[src/rtl/key_debounce.sv]
// Debounces one active-low pushbutton: clean level, press/release/long-press
// pulses and a press-toggled level, all registered.
module key_debounce #(
    parameter logic [26:0] DEB_TIME  = 27'd999999,
    parameter logic [26:0] LONG_TIME = 27'd49999999
) (
    input  logic CLK_50M,
    input  logic RST_N,
    input  logic KEY_N,
    output logic KEY_LEVEL,
    output logic KEY_PRESS,
    output logic KEY_RELEASE,
    output logic KEY_LONG,
    output logic KEY_TOGGLE
);

    localparam logic [1:0] IDLE       = 2'd0;
    localparam logic [1:0] PRESS_DB   = 2'd1;
    localparam logic [1:0] PRESSED    = 2'd2;
    localparam logic [1:0] RELEASE_DB = 2'd3;

    logic        s1_q, s2_q;
    logic [1:0]  state_q, state_d;
    logic [26:0] dcnt_q, dcnt_d;
    logic [26:0] hcnt_q, hcnt_d;
    logic        level_q, level_d;
    logic        press_q, press_d;
    logic        release_q, release_d;
    logic        long_q, long_d;
    logic        toggle_q, toggle_d;

    // Synchronizer resets to 1 so a held key after reset still needs a full debounce.
    always_ff @(posedge CLK_50M or negedge RST_N) begin
        if (!RST_N) begin
            s1_q <= 1'b1;
            s2_q <= 1'b1;
        end else begin
            s1_q <= KEY_N;
            s2_q <= s1_q;
        end
    end

    always_comb begin
        state_d   = state_q;
        dcnt_d    = dcnt_q;
        hcnt_d    = hcnt_q;
        press_d   = 1'b0;
        release_d = 1'b0;
        long_d    = 1'b0;
        toggle_d  = toggle_q;
        case (state_q)
            IDLE: begin
                if (!s2_q) begin
                    state_d = PRESS_DB;
                    dcnt_d  = 27'd0;
                end
            end
            PRESS_DB: begin
                if (s2_q) begin
                    state_d = IDLE;
                end else if (dcnt_q == DEB_TIME) begin
                    state_d  = PRESSED;
                    press_d  = 1'b1;
                    toggle_d = ~toggle_q;
                    hcnt_d   = 27'd0;
                end else begin
                    dcnt_d = dcnt_q + 27'd1;
                end
            end
            PRESSED: begin
                if (s2_q) begin
                    state_d = RELEASE_DB;
                    dcnt_d  = 27'd0;
                end
            end
            default: begin
                // A bounce back low resumes the hold without clearing hcnt.
                if (!s2_q) begin
                    state_d = PRESSED;
                end else if (dcnt_q == DEB_TIME) begin
                    state_d   = IDLE;
                    release_d = 1'b1;
                end else begin
                    dcnt_d = dcnt_q + 27'd1;
                end
            end
        endcase
        if ((state_q == PRESSED || state_q == RELEASE_DB) && hcnt_q != LONG_TIME) begin
            hcnt_d = hcnt_q + 27'd1;
            long_d = (hcnt_q == LONG_TIME - 27'd1);
        end
        level_d = (state_d == PRESSED) || (state_d == RELEASE_DB);
    end

    always_ff @(posedge CLK_50M or negedge RST_N) begin
        if (!RST_N) begin
            state_q   <= IDLE;
            dcnt_q    <= 27'd0;
            hcnt_q    <= 27'd0;
            level_q   <= 1'b0;
            press_q   <= 1'b0;
            release_q <= 1'b0;
            long_q    <= 1'b0;
            toggle_q  <= 1'b0;
        end else begin
            state_q   <= state_d;
            dcnt_q    <= dcnt_d;
            hcnt_q    <= hcnt_d;
            level_q   <= level_d;
            press_q   <= press_d;
            release_q <= release_d;
            long_q    <= long_d;
            toggle_q  <= toggle_d;
        end
    end

    assign KEY_LEVEL   = level_q;
    assign KEY_PRESS   = press_q;
    assign KEY_RELEASE = release_q;
    assign KEY_LONG    = long_q;
    assign KEY_TOGGLE  = toggle_q;

endmodule

[config.mk]
export PLATFORM = sky130hd
export DESIGN_NAME = key_debounce
export DESIGN_NICKNAME = d
export VERILOG_FILES = /design/src/rtl/key_debounce.sv
export SDC_FILE = /design/constraint.sdc
export NUM_CORES = 1
export LEC_CHECK = 0
export ABC_AREA = 0
export CORE_ASPECT_RATIO = 0.5
export CORE_UTILIZATION = 62
export CTS_CLUSTER_SIZE = 28
export DETAILED_ROUTE_END_ITERATION = 7
export PLACE_DENSITY = 0.84
export SYNTH_ARGS = -nofsm -noshare
export SYNTH_HDL_FRONTEND = slang
export SYNTH_SLANG_ARGS = --single-unit
[constraint.sdc]
create_clock -name CLK_50M -period 3.14 [get_ports CLK_50M]
set_input_delay 0.785 -clock CLK_50M [delete_from_list [all_inputs] [get_ports CLK_50M]]
set_output_delay 0.785 -clock CLK_50M [all_outputs]
set_load 0.01 [all_outputs]
==> metrics.log, run 1 <==
INFO  metric holdCritPathClass = reg -> reg
INFO  metric max-cap-violations = 0
INFO  metric synth.distinct_cells = 50
INFO  metric num_antenna_cells = 0
INFO  metric grt_usage = 31.2%
INFO  metric tritoncts_num_sinks = 63
INFO  metric postSynthRegisterBits = 63
INFO  metric timing_worst_setup_path_type = reg -> reg
INFO  metric grt_antenna_before_repair = 0
INFO  metric hpwlAfterDp = 5.71 mm
INFO  metric cp_delay_by_family_top = simple AND/OR/NAND/NOR gates
INFO  metric first_global_vias = 3070
INFO  metric netlist_area = 3570 sq um
INFO  metric ant_nets = 0
INFO  metric finalHoldViolations = 0
INFO  metric ctsLongestPathBuffers = 2
INFO  metric floorplan.core_area = 5520 sq um
INFO  metric cts.hold.buffers_added = 0
INFO  metric post_route_cells_drive_above_1_share = 7.64%
INFO  metric tritoncts = yes
INFO  metric area_taken_by_multi_input_logic_gates = 1840 sq um
INFO  metric minimum_setup_slack_after_placement = 0.717 ns
INFO  metric totalWireLength = 8.64 mm
INFO  metric areaGrowthSynthToFinish = 11.9%
INFO  metric worst-endpoint-arrival = 2.71 ns
INFO  metric drt-wirelength-per-cell = 18.0 microns
INFO  metric seqCellArea = 1580 sq um
INFO  metric boundaryPins = 8
INFO  metric power.static_leakage = 1.65 nW
INFO  metric fin_util = 72.5%
INFO  metric finalNetCount = 407
INFO  metric numPlacedInstances = 463
INFO  metric place.gp.congestion = 0.885
INFO  metric status = completed
INFO  metric worst-path-buf-inv = 0
INFO  metric path_cells = or4b_1, nor3_1, nand3_1, and2_1, a211o_1
INFO  metric worst_r2r_startpoint = dcnt_q[13]
INFO  metric cpPeakStageDelay = 0.57 ns
INFO  metric die_height = 55.7 microns
INFO  metric dr.pass1.iters = 5
INFO  metric cp_slowest_cell = sky130_fd_sc_hd__or4b_1
INFO  metric grt_start_max_net_pins = 31
INFO  metric postSynthCellCount = 397
INFO  metric required = 3.35 ns
INFO  metric min_from = s1_q
INFO  metric final-instance-count-excl-fill = 479
INFO  metric setup_repair_after_global_routing_missed_its_margin = no
INFO  metric period_needed = 2.50 ns
INFO  metric finClkSkew = 0.00681 ns
INFO  metric cts-htree-levels = 3
INFO  metric yosys_most_used_dff = sky130_fd_sc_hd__dfrtp_1
INFO  metric postSynthNetCount = 403
INFO  metric finalHoldWorstSlack = 0.358 ns
INFO  metric clk_latency = 0.33 ns
INFO  metric startpoint_of_the_worst_setup_timing_path = dcnt_q[13]
INFO  metric setup_viol = 0
INFO  metric vias = 3330
INFO  metric fin_ws = 0.642 ns
INFO  metric total_clock_buffers_created_by_cts = 9
INFO  metric layout_commonest_cell = sky130_fd_sc_hd__dfrtp_1
INFO  metric report.final.slew_viol_count = 0
INFO  metric resized_gates_after_cts = 0
INFO  metric part_of_the_yosys_area_used_for_sequential_elements = 44.2%
INFO  metric fp.dieArea = 6090 sq um
INFO  metric relSlewSlack = 58.2%
INFO  metric global_route_wire_length_before_repair = 14.5 mm
INFO  metric ys_warn_count = 0
INFO  metric floorplan.initialDensity = 64.8%
INFO  metric peak_fanout_along_the_critical_path = 9
INFO  metric buffer_ports.inserted = 7
INFO  metric drc = 0
INFO  metric ys_async_sr_fraction = 100%
INFO  metric ir_worst_vdd = 0.383 mV
INFO  metric layout_common_cells = 61 x sky130_fd_sc_hd__dfrtp_1, 35 x sky130_fd_sc_hd__nand2_1, 34 x sky130_fd_sc_hd__nand3_1, 34 x sky130_fd_sc_hd__o21ai_0, 22 x sky130_fd_sc_hd__nand4_1
INFO  metric cts.repair_timing.setup_buffer_count = 0
INFO  metric dieWidth = 109 microns
INFO  metric syn_area_per_cell = 9.00 sq um
INFO  metric critical_path.startpoint_type = flip-flop
INFO  metric fin_tns_setup = 0 ns
INFO  metric grt_overflow = 0
INFO  metric max_freq = 400 MHz
INFO  metric setup.worst_path.end_class = flip-flop
INFO  metric clk_pin_slew = 0.05 ns
INFO  metric detailedRoute.firstIterationViolations = 288
INFO  metric edff_count_synth = 0
INFO  metric worst_pin_slew = 0.621 ns
INFO  metric cts.root.buffer_cell = sky130_fd_sc_hd__clkbuf_16
INFO  metric placement_rows = 19
INFO  metric vias_per_cell = 6.95
INFO  metric power.density_cell_area = 499 nW/um^2
INFO  metric fill_cells = 397
INFO  metric final.period_utilization = 79.5%
[synth_stat cells (2+ instances only)]
master / count / area (sq um)
sky130_fd_sc_hd__dfstp_2: 2 / 52.6
sky130_fd_sc_hd__nor4_1: 9 / 56.3
sky130_fd_sc_hd__buf_4: 4 / 30.0
sky130_fd_sc_hd__buf_2: 6 / 30.0
sky130_fd_sc_hd__nor4b_1: 4 / 35.0
sky130_fd_sc_hd__o21ai_0: 34 / 170
sky130_fd_sc_hd__nand2b_1: 3 / 18.8
sky130_fd_sc_hd__or3_1: 4 / 25.0
sky130_fd_sc_hd__nor3_1: 18 / 90.1
sky130_fd_sc_hd__inv_1: 11 / 41.3
sky130_fd_sc_hd__xnor2_1: 3 / 26.3
sky130_fd_sc_hd__a211o_1: 8 / 70.1
sky130_fd_sc_hd__nor2_1: 18 / 67.6
sky130_fd_sc_hd__a21oi_1: 14 / 70.1
sky130_fd_sc_hd__o31ai_1: 19 / 143
sky130_fd_sc_hd__a41oi_1: 3 / 26.3
sky130_fd_sc_hd__nand2_1: 35 / 131
sky130_fd_sc_hd__ha_1: 3 / 37.5
sky130_fd_sc_hd__nand3_1: 34 / 170
sky130_fd_sc_hd__and2_1: 7 / 43.8
sky130_fd_sc_hd__dfrtp_1: 61 / 1530
sky130_fd_sc_hd__o21a_1: 2 / 15.0
sky130_fd_sc_hd__or4_1: 10 / 75.1
sky130_fd_sc_hd__nand4_1: 22 / 138
sky130_fd_sc_hd__xor2_1: 3 / 26.3
sky130_fd_sc_hd__and4_1: 6 / 52.6
sky130_fd_sc_hd__and3_1: 12 / 75.1
sky130_fd_sc_hd__clkbuf_1: 10 / 37.5
sky130_fd_sc_hd__mux2i_1: 5 / 50.1
sky130_fd_sc_hd__a31oi_1: 7 / 43.8
[worst paths after layout]
kind,end,cells after the start,slack (ns)
worst max-delay path,hcnt_q[11],5,0.64
worst min-delay path,s2_q,0,0.36
worst max register to register,hcnt_q[11],5,0.64
worst min register to register,s2_q,0,0.36
max in group asynchronous,dcnt_q[17],2,2.01
min in group asynchronous,hcnt_q[17],1,0.39
[through the flow]
stage	power (mW)	cell area, sq um
6_report	1.99	4000
5_1_grt	2.05	4000
4_1_cts	2.00	4000
3_5_place_dp	0.922	3670
3_3_place_gp	0.919	3670
2_1_floorplan	0.892	3570
[metal layers]
metal	track usage [%]	up-vias	wire length [microns]
met5	0	-	0
met4	12.0	0	143
met3	9.72	21	690
met2	48.1	150	4000
met1	41.4	1629	3800
li1	-	1530	-
[cell families (layout without fill, tap and decap cells)]
logic type      Yosys count  count (layout)  share of synthesized area, %
compound gates           97              97                          17.7
xor+xnor                  6               6                          1.47
fa+ha+maj                 3               3                          1.05
buf+inv                  33              42                          4.31
flops                    63              63                          44.2
mux                       5               5                          1.40
simple gates            190             190                          29.8
[registers in the layout (all words and copies together) (netlist names)]
signal,count
KEY_LONG,1
s2_q,1
s1_q,1
state_q,2
hcnt_q,27
KEY_RELEASE,1
KEY_TOGGLE,1
dcnt_q,27
KEY_PRESS,1
KEY_LEVEL,1
[worst reg2reg max path, stage by stage, from the launching register on]
cell	delay [ns]
sky130_fd_sc_hd__dfrtp_1	0.46
sky130_fd_sc_hd__or4b_1	0.57
sky130_fd_sc_hd__nor3_1	0.35
sky130_fd_sc_hd__nand3_1	0.29
sky130_fd_sc_hd__and2_1	0.36
sky130_fd_sc_hd__a211o_1	0.35
[where the power goes]
| group | internal (mW) | switching [mW] |
|---|---|---|
| sequential | 0.826 | 0.0188 |
| clock | 0.737 | 0.348 |
| combinational | 0.0198 | 0.0452 |
[area by class of cell]
| class | count | share of cell area, % |
|---|---|---|
| clock inverter | 3 | 1.63 |
| tap | 73 | 2.28 |
| inverter | 12 | 1.13 |
| timing repair buffer | 14 | 2.94 |
| clock buffer | 13 | 6.51 |
| multi-input combinational | 301 | 46.0 |
| sequential | 63 | 39.5 |
Note: power is estimated with default switching activity, not from simulation.
==> run 2: changes to the inputs <==
CORE_UTILIZATION = 56   (was 62)
PLACE_DENSITY = 0.8   (was 0.84)
clock period = 2.2 ns   (was 3.14 ns; I/O delays follow)
==> run 2 against run 1 <==
Compared with the run above:
- the flow now finishes with violations (negative setup slack)
- non-clock buffer count increased by 42
- sequential cell count unchanged
- sequential power increased by 42%
- register-to-register slack got worse by 0.68 ns
- critical path depth increased by 1
- die area increased by 10%
- final area increased by 12%
- critical path type unchanged
- critical endpoint unchanged
- largest power group unchanged
- highest routed layer unchanged
==> metrics.log, run 2 (synthesized netlist as in run 1, its figures left out) <==
INFO  metric setup.worst_path.end_class = flip-flop
INFO  metric worst_pin_slew = 0.577 ns (-0.0442 ns)
INFO  metric required = 2.41 ns (-0.94 ns)
INFO  metric num_antenna_cells = 0 (unchanged)
INFO  metric setup_viol = 6 (+6)
INFO  metric grt_start_max_net_pins = 45 (+45%)
INFO  metric critical_path.startpoint_type = flip-flop
INFO  metric clk_pin_slew = 0.06 ns (about the same)
INFO  metric finClkSkew = 0.00803 ns (+0.00123 ns)
INFO  metric floorplan.initialDensity = 58.5% (-6.3 points)
INFO  metric biggest_regs = dcnt_q x27, hcnt_q x27, state_q x2
INFO  metric reg2reg_depth = 6 (+1)
INFO  metric violations = negative setup slack
INFO  metric cts.root.buffer_cell = sky130_fd_sc_hd__clkbuf_16
INFO  metric stdcell_area = 4480 sq um (+12%)
INFO  metric drt-wirelength-per-cell = 17.8 microns (-1.4%)
INFO  metric drc = 0 (unchanged)
INFO  metric worst-endpoint-arrival = 2.45 ns (-0.26 ns)
INFO  metric power.density_cell_area = 640 nW/um^2 (+28%)
INFO  metric tritoncts = yes
INFO  metric finalHoldWorstSlack = 0.164 ns (-0.193 ns)
INFO  metric ant_nets = 0 (unchanged)
INFO  metric total_clock_buffers_created_by_cts = 9 (unchanged)
INFO  metric dieWidth = 115 microns (+5.1%)
INFO  metric layout_common_cells = 61 x sky130_fd_sc_hd__dfrtp_1, 44 x sky130_fd_sc_hd__buf_4, 35 x sky130_fd_sc_hd__nand2_1
INFO  metric postPlaceCellArea = 3990 sq um (+8.8%)
INFO  metric detailedRoute.firstIterationViolations = 336 (+17%)
INFO  metric startpoint_of_the_worst_setup_timing_path = hcnt_q[8]
INFO  metric die_height = 58.5 microns (+5.0%)
INFO  metric finalNetCount = 450 (+11%)
INFO  metric global_route_wire_length_before_repair = 15.7 mm (+8.2%)
INFO  metric setup_repair_after_global_routing_missed_its_margin = yes
INFO  metric status = complete, but fails checks
INFO  metric holdCritPathClass = in -> async
INFO  metric finalHoldViolations = 0 (unchanged)
INFO  metric hpwlAfterDp = 6.35 mm (+11%)
INFO  metric numPlacedInstances = 516 (+11%)
INFO  metric relSlewSlack = 61.2% (+3.0 points)
INFO  metric grt_usage = 30.5% (-0.71 points)
INFO  metric fin_util = 73.4% (+0.88 points)
INFO  metric final.period_utilization = 102% (+22 points)
INFO  metric floorplan.core_area = 6110 sq um (+11%)
INFO  metric worst_r2r_startpoint = hcnt_q[8]
INFO  metric timing_worst_setup_path_type = reg -> reg
INFO  metric post_route_cells_drive_above_1_share = 20.3% (+13 points)
INFO  metric dr.pass1.iters = 6 (+1)
INFO  metric placement_rows = 20 (+1)
INFO  metric vias_per_cell = 6.50 (-6.5%)
INFO  metric vias = 3489 (+4.8%)
INFO  metric areaGrowthSynthToFinish = 25.4%
INFO  metric ir_worst_vdd = 0.916 mV (+140%)
INFO  metric place.gp.congestion = 0.941 (+6.4%)
INFO  metric ctsLongestPathBuffers = 2 (unchanged)
INFO  metric max_freq = 447 MHz (+12%)
INFO  metric period_needed = 2.24 ns (-0.258 ns)
INFO  metric peak_fanout_along_the_critical_path = 5 (-4)
INFO  metric tritoncts_num_sinks = 63 (unchanged)
INFO  metric fill_cells = 427 (+7.6%)
INFO  metric grt_antenna_before_repair = 0 (unchanged)
INFO  metric boundaryPins = 8 (unchanged)
INFO  metric rr_endpoint = hcnt_q[11]
INFO  metric buffer_ports.inserted = 7 (unchanged)
INFO  metric clk_latency = 0.33 ns (about the same)
INFO  metric max-cap-violations = 0 (unchanged)
INFO  metric cts-htree-levels = 3 (unchanged)
INFO  metric fin_ws = -0.0396 ns (-0.682 ns)
INFO  metric area_taken_by_multi_input_logic_gates = 1950 sq um (+5.9%)
INFO  metric fin_tns_setup = -0.169 ns (-0.169 ns)
INFO  metric first_global_vias = 3377 (+10%)
INFO  metric seqCellArea = 1580 sq um (unchanged)
INFO  metric report.final.slew_viol_count = 0 (unchanged)
INFO  metric power.static_leakage = 1.89 nW (+15%)
INFO  metric fp.dieArea = 6720 sq um (+10%)
INFO  metric regToRegSetupSlack = -0.04 ns (-0.68 ns)
INFO  metric totalWireLength = 9.54 mm (+10%)
INFO  metric final-instance-count-excl-fill = 537 (+12%)
INFO  metric grt_overflow = 0 (unchanged)
INFO  metric layout_commonest_cell = sky130_fd_sc_hd__dfrtp_1
==> run 2: cell types whose count changed in the layout (fill, tap and decap cells not counted), moves of 3 or more <==
cell                      previous run  this run
sky130_fd_sc_hd__or4_1              10         7
sky130_fd_sc_hd__buf_4               7        44
sky130_fd_sc_hd__o21ai_1             0         3
sky130_fd_sc_hd__and3_1             12         7
sky130_fd_sc_hd__or4_4               1         4
sky130_fd_sc_hd__o21ai_0            34        31
sky130_fd_sc_hd__and3_4              0         5
==> run 2: per-layer routing <==
layer  global-route usage [%]  vias up  wire length (microns)
met5                        0        -                      0
met4                     16.5        0                    194
met3                     9.47       25                    754
met2                     47.7      169                   4500
met1                     38.6     1680                   4100
li1                         -     1615                      -
==> run 2: what timing repair did <==
item	4_1_cts	5_1_grt
setup buffers	0	4
cloned	0	1
hold buffers	0	0
resized for setup	1	25
pin swaps	0	7
endpoints found under the setup margin	1	49
==> run 2: layout make-up <==
type / count / area share, %
clock buffer: 13 / 5.81
clock inverter: 3 / 1.45
tap: 88 / 2.46
multi-input combinational: 302 / 43.5
timing repair buffer: 56 / 10.6
sequential: 63 / 35.3
inverter: 12 / 1.01
==> run 2: worst max-delay path by stage <==
stage	to	slack (ns)	depth (start not counted)
floorplan	hcnt_q[9]	0.01	7
global placement	hcnt_q[4]	0.05	5
detailed placement	hcnt_q[4]	0.02	5
CTS	hcnt_q[11]	0.002	6
global route	hcnt_q[11]	-0.1	6
finish	hcnt_q[11]	-0.04	6
==> run 2: worst max-delay path: stages, from the launching register on <==
cell,delay [ns]
sky130_fd_sc_hd__dfrtp_1,0.38
sky130_fd_sc_hd__nand4bb_1,0.23
sky130_fd_sc_hd__or4_4,0.48
sky130_fd_sc_hd__o41a_1,0.44
sky130_fd_sc_hd__buf_6,0.16
sky130_fd_sc_hd__and3_4,0.16
sky130_fd_sc_hd__a211o_1,0.27
==> run 2: stage by stage <==
step,power (mW),setup WS (ns)
after CTS,2.88,0.00203
after detailed placement,1.32,0.0188
after global routing,2.95,-0.0971
after global placement,1.32,0.0531
final,2.87,-0.0396
after floorplan,1.27,0.0146
==> run 2: power breakdown <==
group	total, mW	leakage, nW	switching [mW]	internal, mW
registers	1.20	0.869	0.0239	1.18
logic	0.109	0.862	0.0740	0.0348
clock network	1.56	0.160	0.505	1.05
total	2.87	1.89	0.603	2.27
